--- src/rtl/ks_pkg.sv ---
// Shared constants and the output-stage state encoding for ks_adder_arbiter.
package ks_pkg;
  localparam int ADD_W    = 16;
  localparam int SUM_W    = 17;
  localparam int DEF_NREQ = 4;
  localparam int DEF_IDW  = 2;

  typedef enum logic {
    EMPTY = 1'b0,
    FULL  = 1'b1
  } state_t;
endpackage

--- src/rtl/koggeStoneAdder.sv ---
// 16-bit Kogge-Stone parallel-prefix adder, no carry-in, 17-bit sum.
module koggeStoneAdder (
  input  logic [15:0] a,
  input  logic [15:0] b,
  output logic [16:0] sum
);
  localparam int W = 16;
  localparam int L = 4;  // log2(W) prefix levels

  logic [W-1:0] gen [0:L];
  logic [W-1:0] prop [0:L];

  // Prefix tree: level l combines each bit with the one 2**(l-1) below it.
  always_comb begin
    for (int l = 0; l <= L; l++) begin
      gen[l]  = '0;
      prop[l] = '0;
    end
    gen[0]  = a & b;
    prop[0] = a ^ b;
    for (int l = 1; l <= L; l++) begin
      for (int i = 0; i < W; i++) begin
        if (i >= (1 << (l - 1))) begin
          gen[l][i]  = gen[l-1][i] | (prop[l-1][i] & gen[l-1][i-(1<<(l-1))]);
          prop[l][i] = prop[l-1][i] & prop[l-1][i-(1<<(l-1))];
        end else begin
          gen[l][i]  = gen[l-1][i];
          prop[l][i] = prop[l-1][i];
        end
      end
    end
  end

  // Sum bit i is the half-sum xor the group carry out of bits [i-1:0].
  always_comb begin
    sum    = '0;
    sum[0] = prop[0][0];
    for (int i = 1; i < W; i++) sum[i] = prop[0][i] ^ gen[L][i-1];
    sum[W] = gen[L][W-1];
  end
endmodule

--- src/rtl/ks_rr_arbiter.sv ---
// Combinational round-robin pick: first set bit of req after last_grant, wrapping.
module ks_rr_arbiter #(
  parameter int NREQ = 4,
  parameter int IDW  = 2
) (
  input  logic [NREQ-1:0] req,
  input  logic [IDW-1:0]  last_grant,
  input  logic            enable,
  output logic [NREQ-1:0] grant,
  output logic [IDW-1:0]  grant_idx
);
  logic found;

  // Visit positions last_grant+1 .. last_grant+NREQ (mod NREQ); first hit wins.
  always_comb begin
    grant     = '0;
    grant_idx = '0;
    found     = 1'b0;
    for (int k = 1; k <= NREQ; k++) begin
      for (int i = 0; i < NREQ; i++) begin
        if (enable && !found && req[i] && (i == (int'(last_grant) + k) % NREQ)) begin
          found     = 1'b1;
          grant[i]  = 1'b1;
          grant_idx = IDW'(i);
        end
      end
    end
  end
endmodule

--- src/rtl/ks_adder_arbiter.sv ---
// One shared Kogge-Stone adder fed by NREQ round-robin requesters, with a
// single registered result stage carrying the owner's ID.
module ks_adder_arbiter
  import ks_pkg::*;
#(
  parameter int NREQ = DEF_NREQ,
  parameter int IDW  = DEF_IDW
) (
  input  logic                  clk,
  input  logic                  rst_n,
  input  logic [NREQ-1:0]       req_valid,
  output logic [NREQ-1:0]       req_ready,
  input  logic [NREQ*ADD_W-1:0] req_a,
  input  logic [NREQ*ADD_W-1:0] req_b,
  output logic                  rsp_valid,
  input  logic                  rsp_ready,
  output logic [IDW-1:0]        rsp_id,
  output logic [SUM_W-1:0]      rsp_sum,
  output logic [15:0]           op_count
);
  state_t           state, state_next;
  logic [IDW-1:0]   last_grant, grant_idx;
  logic [NREQ-1:0]  grant;
  logic             can_accept, fire;
  logic [ADD_W-1:0] op_a, op_b;
  logic [SUM_W-1:0] sum;

  // A slot opens when the register is empty or drains this same cycle.
  assign can_accept = (state == EMPTY) | rsp_ready;

  // rst_n gates enable so nothing is offered while reset is held.
  ks_rr_arbiter #(.NREQ(NREQ), .IDW(IDW)) u_arb (
    .req        (req_valid),
    .last_grant (last_grant),
    .enable     (can_accept & rst_n),
    .grant      (grant),
    .grant_idx  (grant_idx)
  );

  assign req_ready = grant;
  assign fire      = |grant;  // grant is only ever given to a valid requester
  assign rsp_valid = (state == FULL);

  // One-hot operand mux; idle requesters' operands never reach the adder.
  always_comb begin
    op_a = '0;
    op_b = '0;
    for (int i = 0; i < NREQ; i++) begin
      if (grant[i]) begin
        op_a = req_a[i*ADD_W +: ADD_W];
        op_b = req_b[i*ADD_W +: ADD_W];
      end
    end
  end

  koggeStoneAdder u_add (
    .a   (op_a),
    .b   (op_b),
    .sum (sum)
  );

  // Next state: a new result always fills; otherwise a drain empties.
  always_comb begin
    state_next = state;
    if (fire)           state_next = FULL;
    else if (rsp_ready) state_next = EMPTY;
  end

  // Output-stage state register.
  always_ff @(posedge clk or negedge rst_n) begin
    if (!rst_n) state <= EMPTY;
    else        state <= state_next;
  end

  // Result capture, priority pointer and saturating handshake counter.
  always_ff @(posedge clk or negedge rst_n) begin
    if (!rst_n) begin
      rsp_sum    <= '0;
      rsp_id     <= '0;
      last_grant <= IDW'(NREQ - 1);
      op_count   <= '0;
    end else if (fire) begin
      rsp_sum    <= sum;
      rsp_id     <= grant_idx;
      last_grant <= grant_idx;
      if (op_count != 16'hFFFF) op_count <= op_count + 16'd1;
    end
  end
endmodule

--- config.mk ---
export PLATFORM = sky130hd
export DESIGN_NAME = ks_adder_arbiter
export DESIGN_NICKNAME = d
export VERILOG_FILES = /design/src/rtl/ks_pkg.sv /design/src/rtl/koggeStoneAdder.sv /design/src/rtl/ks_rr_arbiter.sv /design/src/rtl/ks_adder_arbiter.sv
export SDC_FILE = /design/constraint.sdc
export NUM_CORES = 1
export LEC_CHECK = 0
export CORE_MARGIN = 2
export CORE_UTILIZATION = 42
export CTS_CLUSTER_SIZE = 8
export DETAILED_ROUTE_END_ITERATION = 16
export PLACE_DENSITY = 0.86
export SLEW_MARGIN = 30
export SYNTH_ARGS = -nofsm -noshare
export SYNTH_HDL_FRONTEND = slang
export SYNTH_SLANG_ARGS = --single-unit
export TNS_END_PERCENT = 5
--- constraint.sdc ---
create_clock -name clk -period 9.6 [get_ports clk]
set_input_delay 1.92 -clock clk [delete_from_list [all_inputs] [get_ports clk]]
set_output_delay 1.92 -clock clk [all_outputs]
set_load 0.01 [all_outputs]
### Word-level counts from Yosys, hierarchy flattened

Index checks and enable logic that the tools add are counted.

| word-level totals | value |
|---|---|
| output and inout bits | 40 |
| word-level logic and storage cells | 307 |
| register bits after elaboration | 38 |
| input bits | 135 |

| operators by class | value |
|---|---|
| add/sub/neg operators | 5 |
| equal/unequal tests | 13 |
| multiplexer cells | 55 |
| reductions and logical operators | 73 |
| bitwise logic cells | 156 |

Operators with widths:

| cell | number |
|---|---|
| 32-bit logical NOT | 4 |
| 16-bit two-way mux | 8 |
| 1-bit bitwise AND | 84 |
| 1-bit OR | 50 |
| 1-bit logical AND | 47 |
| 1-bit two-way mux | 33 |
| 2-bit two-way mux | 14 |
| 3-bit equality test, first input constant | 8 |
| 16-bit by 1-bit adder with 16-bit output, second input constant | 1 |
| 16-bit bitwise AND | 1 |
| 16-bit inequality test, second input constant | 1 |
| 16-bit bitwise XOR | 1 |
| 1-bit logical NOT | 15 |
| 1-bit bitwise XOR | 15 |
| 2-bit by 3-bit equality test with 1-bit output, first input constant | 4 |
| 2-bit OR reduction | 4 |
| 2-bit by 1-bit adder with 2-bit output, second input constant | 2 |
| 2-bit adder, second input constant | 2 |
| 1-bit bitwise AND, first input constant | 4 |
| 4-bit OR reduction | 1 |
| 2-bit AND reduction | 1 |
| 2-bit nonzero test | 1 |
| 1-bit inverter | 1 |

### Logic depth before layout (Yosys ltp)

| logic depth | value |
|---|---|
| word-level depth | 91 |
| mapped depth | 16 |
| gate-level depth less buffers | 15 |

### Cells and area by module

A second synthesis with hierarchy kept.

| unflattened totals | value |
|---|---|
| cell total of the unflattened synthesis | 413 |
| area total of the unflattened synthesis | 3503.4 um2 |

Modules (own cells, without submodules):

| module | cells each | times used | sequential area each (um2) | area each (um2) |
|---|---|---|---|---|
| ks_adder_arbiter | 275 | 1 | 953.4 | 2548.7 |
| koggeStoneAdder | 102 | 1 | 0.0 | 742.0 |
| ks_rr_arbiter | 36 | 1 | 0.0 | 212.7 |

### Worst setup path after synthesis

OpenSTA, ideal clock, no wires.

| timing path | value |
|---|---|
| kind | input -> register |
| from | input port rsp_ready |
| to | register rsp_sum[8] |
| path buffers | 2 |
| arrival | 4.881 ns |
| library setup time | 0.134 ns |
| stages on the path | 15 |
| data required time | 9.466 ns |
| path slack | 4.585 ns |
| cell sequence | nand2b_1 and2_1 and3_1 buf_6 buf_6 a222oi_1 nand2_1 ha_1 fa_1 a21o_1 a2111o_1 a21o_1 a21oi_1 xor2_1 o21ai_0 |

| between the ends | value |
|---|---|
| cells in the longest elaborated chain, start to end | 89 |
| elaborated cells between the ends (all ways) | 124 |

Ends and longest elaborated chain:

| item | RTL line | RTL |
|---|---|---|
| start: declaration | ks_adder_arbiter.sv:16 | `input logic rsp_ready,` |
| 1-bit OR * | ks_adder_arbiter.sv:29 | `assign can_accept = (state == EMPTY) \| rsp_ready;` |
| 1-bit bitwise AND * | ks_adder_arbiter.sv:35 | `.enable (can_accept & rst_n),` |
| 1-bit logical AND (2 in series) | ks_rr_arbiter.sv:21 | `if (enable && !found && req[i] && (i == (int'(last_grant) + k) % NREQ)) begin` |
| 1-bit two-way mux | ks_rr_arbiter.sv:21 |  |
| 1-bit logical NOT | ks_rr_arbiter.sv:21 |  |
| 1-bit logical AND (3 in series) | ks_rr_arbiter.sv:21 |  |
| 1-bit two-way mux | ks_rr_arbiter.sv:21 |  |
| 1-bit logical NOT | ks_rr_arbiter.sv:21 |  |
| [70 not listed] | - |  |
| 16-bit bitwise XOR or 16-bit bitwise AND (tied branches) | koggeStoneAdder.sv:20, koggeStoneAdder.sv:19 |  |
| 1-bit bitwise AND | koggeStoneAdder.sv:24 | `gen[l][i] = gen[l-1][i] \| (prop[l-1][i] & gen[l-1][i-(1<<(l-1))]);` |
| 1-bit OR | koggeStoneAdder.sv:24 |  |
| 1-bit bitwise AND | koggeStoneAdder.sv:24 |  |
| 1-bit OR | koggeStoneAdder.sv:24 |  |
| 1-bit bitwise AND | koggeStoneAdder.sv:24 |  |
| 1-bit OR | koggeStoneAdder.sv:24 |  |
| 1-bit bitwise XOR | koggeStoneAdder.sv:38 | `for (int i = 1; i < W; i++) sum[i] = prop[0][i] ^ gen[L][i-1];` |
| end signal: assignment | ks_adder_arbiter.sv:83 | `rsp_sum <= sum;` |
| end: declaration | ks_adder_arbiter.sv:18 | `output logic [SUM_W-1:0] rsp_sum,` |

Every way passes the cells marked *; elsewhere a longest branch is shown, timed or not.
A chain may end at the register's enable or synchronous reset.

### Final worst setup path

| timing path | value |
|---|---|
| from | input port req_valid[1] |
| to | output port req_ready[3] |

| between the ends | value |
|---|---|
| cells in the longest elaborated chain, start to end | 73 |
| elaborated cells between the ends (all ways) | 76 |

Ends and longest elaborated chain:

| item | RTL line | RTL |
|---|---|---|
| start: declaration | ks_adder_arbiter.sv:11 | `input logic [NREQ-1:0] req_valid,` |
| 1-bit logical AND (2 in series) | ks_rr_arbiter.sv:21 |  |
| 1-bit two-way mux | ks_rr_arbiter.sv:21 |  |
| 1-bit logical NOT | ks_rr_arbiter.sv:21 |  |
| 1-bit logical AND (3 in series) | ks_rr_arbiter.sv:21 |  |
| 1-bit two-way mux | ks_rr_arbiter.sv:21 |  |
| 1-bit logical NOT | ks_rr_arbiter.sv:21 |  |
| 1-bit logical AND (3 in series) | ks_rr_arbiter.sv:21 |  |
| 1-bit two-way mux | ks_rr_arbiter.sv:21 |  |
| [46 not listed] | - |  |
| 1-bit logical AND (3 in series) | ks_rr_arbiter.sv:21 |  |
| 1-bit two-way mux | ks_rr_arbiter.sv:21 |  |
| 1-bit logical NOT | ks_rr_arbiter.sv:21 |  |
| 1-bit logical AND (3 in series) | ks_rr_arbiter.sv:21 |  |
| 1-bit two-way mux | ks_rr_arbiter.sv:21 |  |
| 1-bit logical NOT | ks_rr_arbiter.sv:21 |  |
| 1-bit logical AND (3 in series) | ks_rr_arbiter.sv:21 |  |
| 1-bit two-way mux * | ks_rr_arbiter.sv:21 |  |
| end: declaration | ks_adder_arbiter.sv:12 | `output logic [NREQ-1:0] req_ready,` |

Marked as above.

==> metrics.md <==
| Metric | Value |
|---|---|
| Outcome | `complete, no violations` |
| DR DRC count | `0` |
| WP data required | `7.68 ns` |
| Buffers on Ports | `174` |
| Prevailing post-synth register cell | `dfrtp_1` |
| Skew final | `roughly 0.0036 ns` |
| Setup TNS | `0 ns` |
| DR pass1 iterations | `9` |
| CP Class | `input port to output port` |
| Number of global-route vias before repair | `3500` |
| Critical R2R Launch | `last_grant[0]$_DFFE_PN1P_` |
| Final Max Tran Viols | `0` |
| Post-CTS repair timing setup buffer count | `0` |
| Fmax achieved | `between 150 and 200 MHz` |
| Largest fanout on the critical path | `32` |
| Number of flops mapped to enable cells by yosys | `0` |
| Post-synthesis cell count | `367` |
| Die X | `90.4 um` |
| Tightest Pin Transition | `0.605 ns` |
| CTS tree | `built` |
| Dpl hpwl | `8710 um` |
| H-Tree Depth | `2` |
| Most frequent cells in the layout | `clkdlybuf4s50_1 (173), nand2_1 (86), dfrtp_1 (36)` |
| Number of CTS-inserted buffers | `5` |
| First-pass GRT wire length | `17900 um` |
| Hold path start | `rsp_id[0]$_DFFE_PN0P_` |
| Syn_nets | `520` |
| DIE HEIGHT | `approximately 90 um` |
| Row count | `31` |
| Total global routing overflow | `0` |
| YS warnings | `0` |
| Worst slew margin relative to its limit | `59.7%` |
| Root Driver | `clkbuf_8` |
| Worst Setup End Kind | `output port` |
| Syn avg cell area | `8.53 sq um` |
| Hold Path Stages | `1` |
| Fin crit period | `roughly 6.3 ns` |
| Worst R2R Path Depth | `14` |
| Final-report hold violation count | `0` |
| Hold/Removal Path Class | `flip-flop to flip-flop` |
| Power per cell area | `159 mW/mm^2` |
| Wire per inst | `~18 um` |
| IO Pins | `175` |
| R2R Path End | `rsp_sum[12]$_DFFE_PN0P_` |
| Clock input transition at the sequential cells of the worst setup and hold paths | `0.08 ns` |
| Number of max-cap violations | `0` |
| GRT Total Usage | `26.9%` |
| Cell type with the largest total area after synthesis | `dfrtp_1` |
| Final-layout fill cell count | `590` |
| ANT cells | `0` |
| Peak VDD IR | `0.101 mV` |
| WL final | `11100 um` |
| Hold endpoint | `rsp_id[0]$_DFFE_PN0P_` |
| Total number of vias | `3629` |
| Share of the synthesized area in the top cell type | `28.8%` |
| Vias per cell | `~5.8` |
| Library cells used by synthesis | `55` |
| Largest net degree at the start of global routing | `45` |
| Startpoint Class | `input port` |
| Final setup fails | `0` |
| Netlist Area Pre-Place | `0.00313 sq mm` |
| Most common cell after layout, fill and taps aside | `clkdlybuf4s50_1` |
| Nets | `683` |
| Max clock buf depth | `2` |
| Core box area | `around 0.0073 sq mm` |
| Routability congestion estimate from global placement | `0.956` |
| FF+latch count, synth | `38` |
| Layout area overhead | `59.4%` |
| Hold_buf cts | `0` |
| FF-to-FF setup slack | `5.70 ns` |
| CP Data Arrival Time | `4.41 ns` |
| Fin crit share | `65.9%` |
| Gates resized, CTS repair | `0` |
| Die area | `0.00816 sq mm` |
| Async SR Flop Fraction | `100%` |
| ANT nets after route | `0` |
| Clk sink count | `38` |
| WHS | `0.482 ns` |
| Layout cells sized above 1 | `between 5 and 6%` |
| Top post-synthesis cells by area | `dfrtp_1 (29%), nand2_1 (10%), a222oi_1 (10%), ha_1 (6.8%), xnor2_1 (4.2%)` |
| RSZ-0062 raised after global routing | `false` |
| Antenna violations before repair | `0` |
| Initial Util | `43.2%` |
| Initial DRC count | `358` |
| Seq/Total Area, Yosys | `30.4%` |
| Clk Latency, worst-skew pair | `about 0.29 ns` |
| Pleak | `2.13 nW` |
==> through the flow <==
stage                     std cells  total power [W]  worst slack [ns]  util, %  cell area [sq um]
final                           630         0.000792              3.27     68.8               4990
after global routing            630         0.000843              3.11     68.8               4990
after CTS                       630         0.000792              3.24     68.8               4990
after detailed placement        622         0.000674              3.24     67.5               4900
after global placement          622         0.000664              3.33     67.5               4900
after floorplan                 367         0.000467              4.58        -               3130
==> layout make-up <==
type                    instances  area [sq um]  share of cell area, %
multi-input cells             305          2050                   41.1
well taps                      99           124                   2.48
flip-flops and latches         38           953                   19.1
clock buffers                   6          82.6                   1.65
inverters                       3          11.3                  0.226
repair buffers                177          1760                   35.2
clock inverters                 2          12.5                  0.251
==> per-layer routing <==
| layer | wire length (um) | part of all wire, % | track usage, % |
|---|---|---|---|
| met1 | 4840 | 44 | 35.4 |
| met2 | 5170 | 47 | 44.6 |
| met3 | 792 | 7.1 | 5.34 |
| met4 | 282 | 2.5 | 8.46 |
| met5 | 0 | 0 | 0 |
==> state kept, by name, summed over array words and instances (netlist names) <==
signal,count
rsp_valid,1
rsp_sum,17
last_grant,2
rsp_id,2
op_count,16
==> cells by family (layout without fill, tap and decap cells) <==
family | after synthesis | count (layout) | share of synthesized area [%]
XOR/XNOR | 23 | 23 | 6.43
buffers and inverters | 24 | 188 | 4.35
multiplexers | 5 | 5 | 1.76
flip-flops | 38 | 38 | 30.4
adder cells (fa/ha/maj) | 18 | 18 | 7.43
AO/OA/AOI/OAI | 110 | 110 | 27.6
AND/OR/NAND/NOR | 149 | 149 | 22.0
==> cells in the mapped netlist, types with 2 or more instances <==
cell type,n
inv_2,2
xnor2_1,15
and3_1,5
buf_6,5
mux2_2,4
a211o_1,3
nor2_1,16
nand3_1,10
xor2_1,8
clkbuf_1,9
nand4_1,5
a21o_1,8
dfstp_2,2
o31ai_1,3
nand2b_1,3
a221oi_1,2
and4_1,2
a21oi_1,15
o21a_1,6
nand2_1,86
ha_1,17
buf_2,6
a211oi_1,3
nor3_1,8
o21ai_0,20
nor2b_1,3
o2bb2ai_1,2
a222oi_1,32
nor3b_1,4
o22ai_1,2
dfrtp_1,36
and2_1,2
==> worst max-delay path, cell delays in order <==
cell             delay [ns]
clkdlybuf4s50_1        0.54
nor2b_1                0.22
o22a_1                 0.19
o22ai_1                0.15
nand3_1                0.25
inv_2                  0.49
clkdlybuf4s50_1        0.64
==> report_power, final <==
| part | switching, W | internal (W) | total (W) |
|---|---|---|---|
| registers | 0.0000417 | 0.000211 | 0.000252 |
| logic | 0.000196 | 0.000228 | 0.000424 |
| clock network | 0.0000577 | 0.0000577 | 0.000115 |
==> how the worst max path moves through the flow <==
| stage | start | to | slack [ns] |
|---|---|---|---|
| 3_5_place_dp | req_valid[3] | req_ready[1] | 3.24 |
| 3_3_place_gp | rsp_ready | req_ready[1] | 3.33 |
| 4_1_cts | req_valid[3] | req_ready[1] | 3.24 |
| 5_1_grt | req_valid[1] | req_ready[3] | 3.11 |
| 6_report | req_valid[1] | req_ready[3] | 3.27 |
| 2_1_floorplan | rsp_ready | rsp_sum[8]$_DFFE_PN0P_ | 4.58 |
No activity file was read; power rests on OpenSTA's default activity.
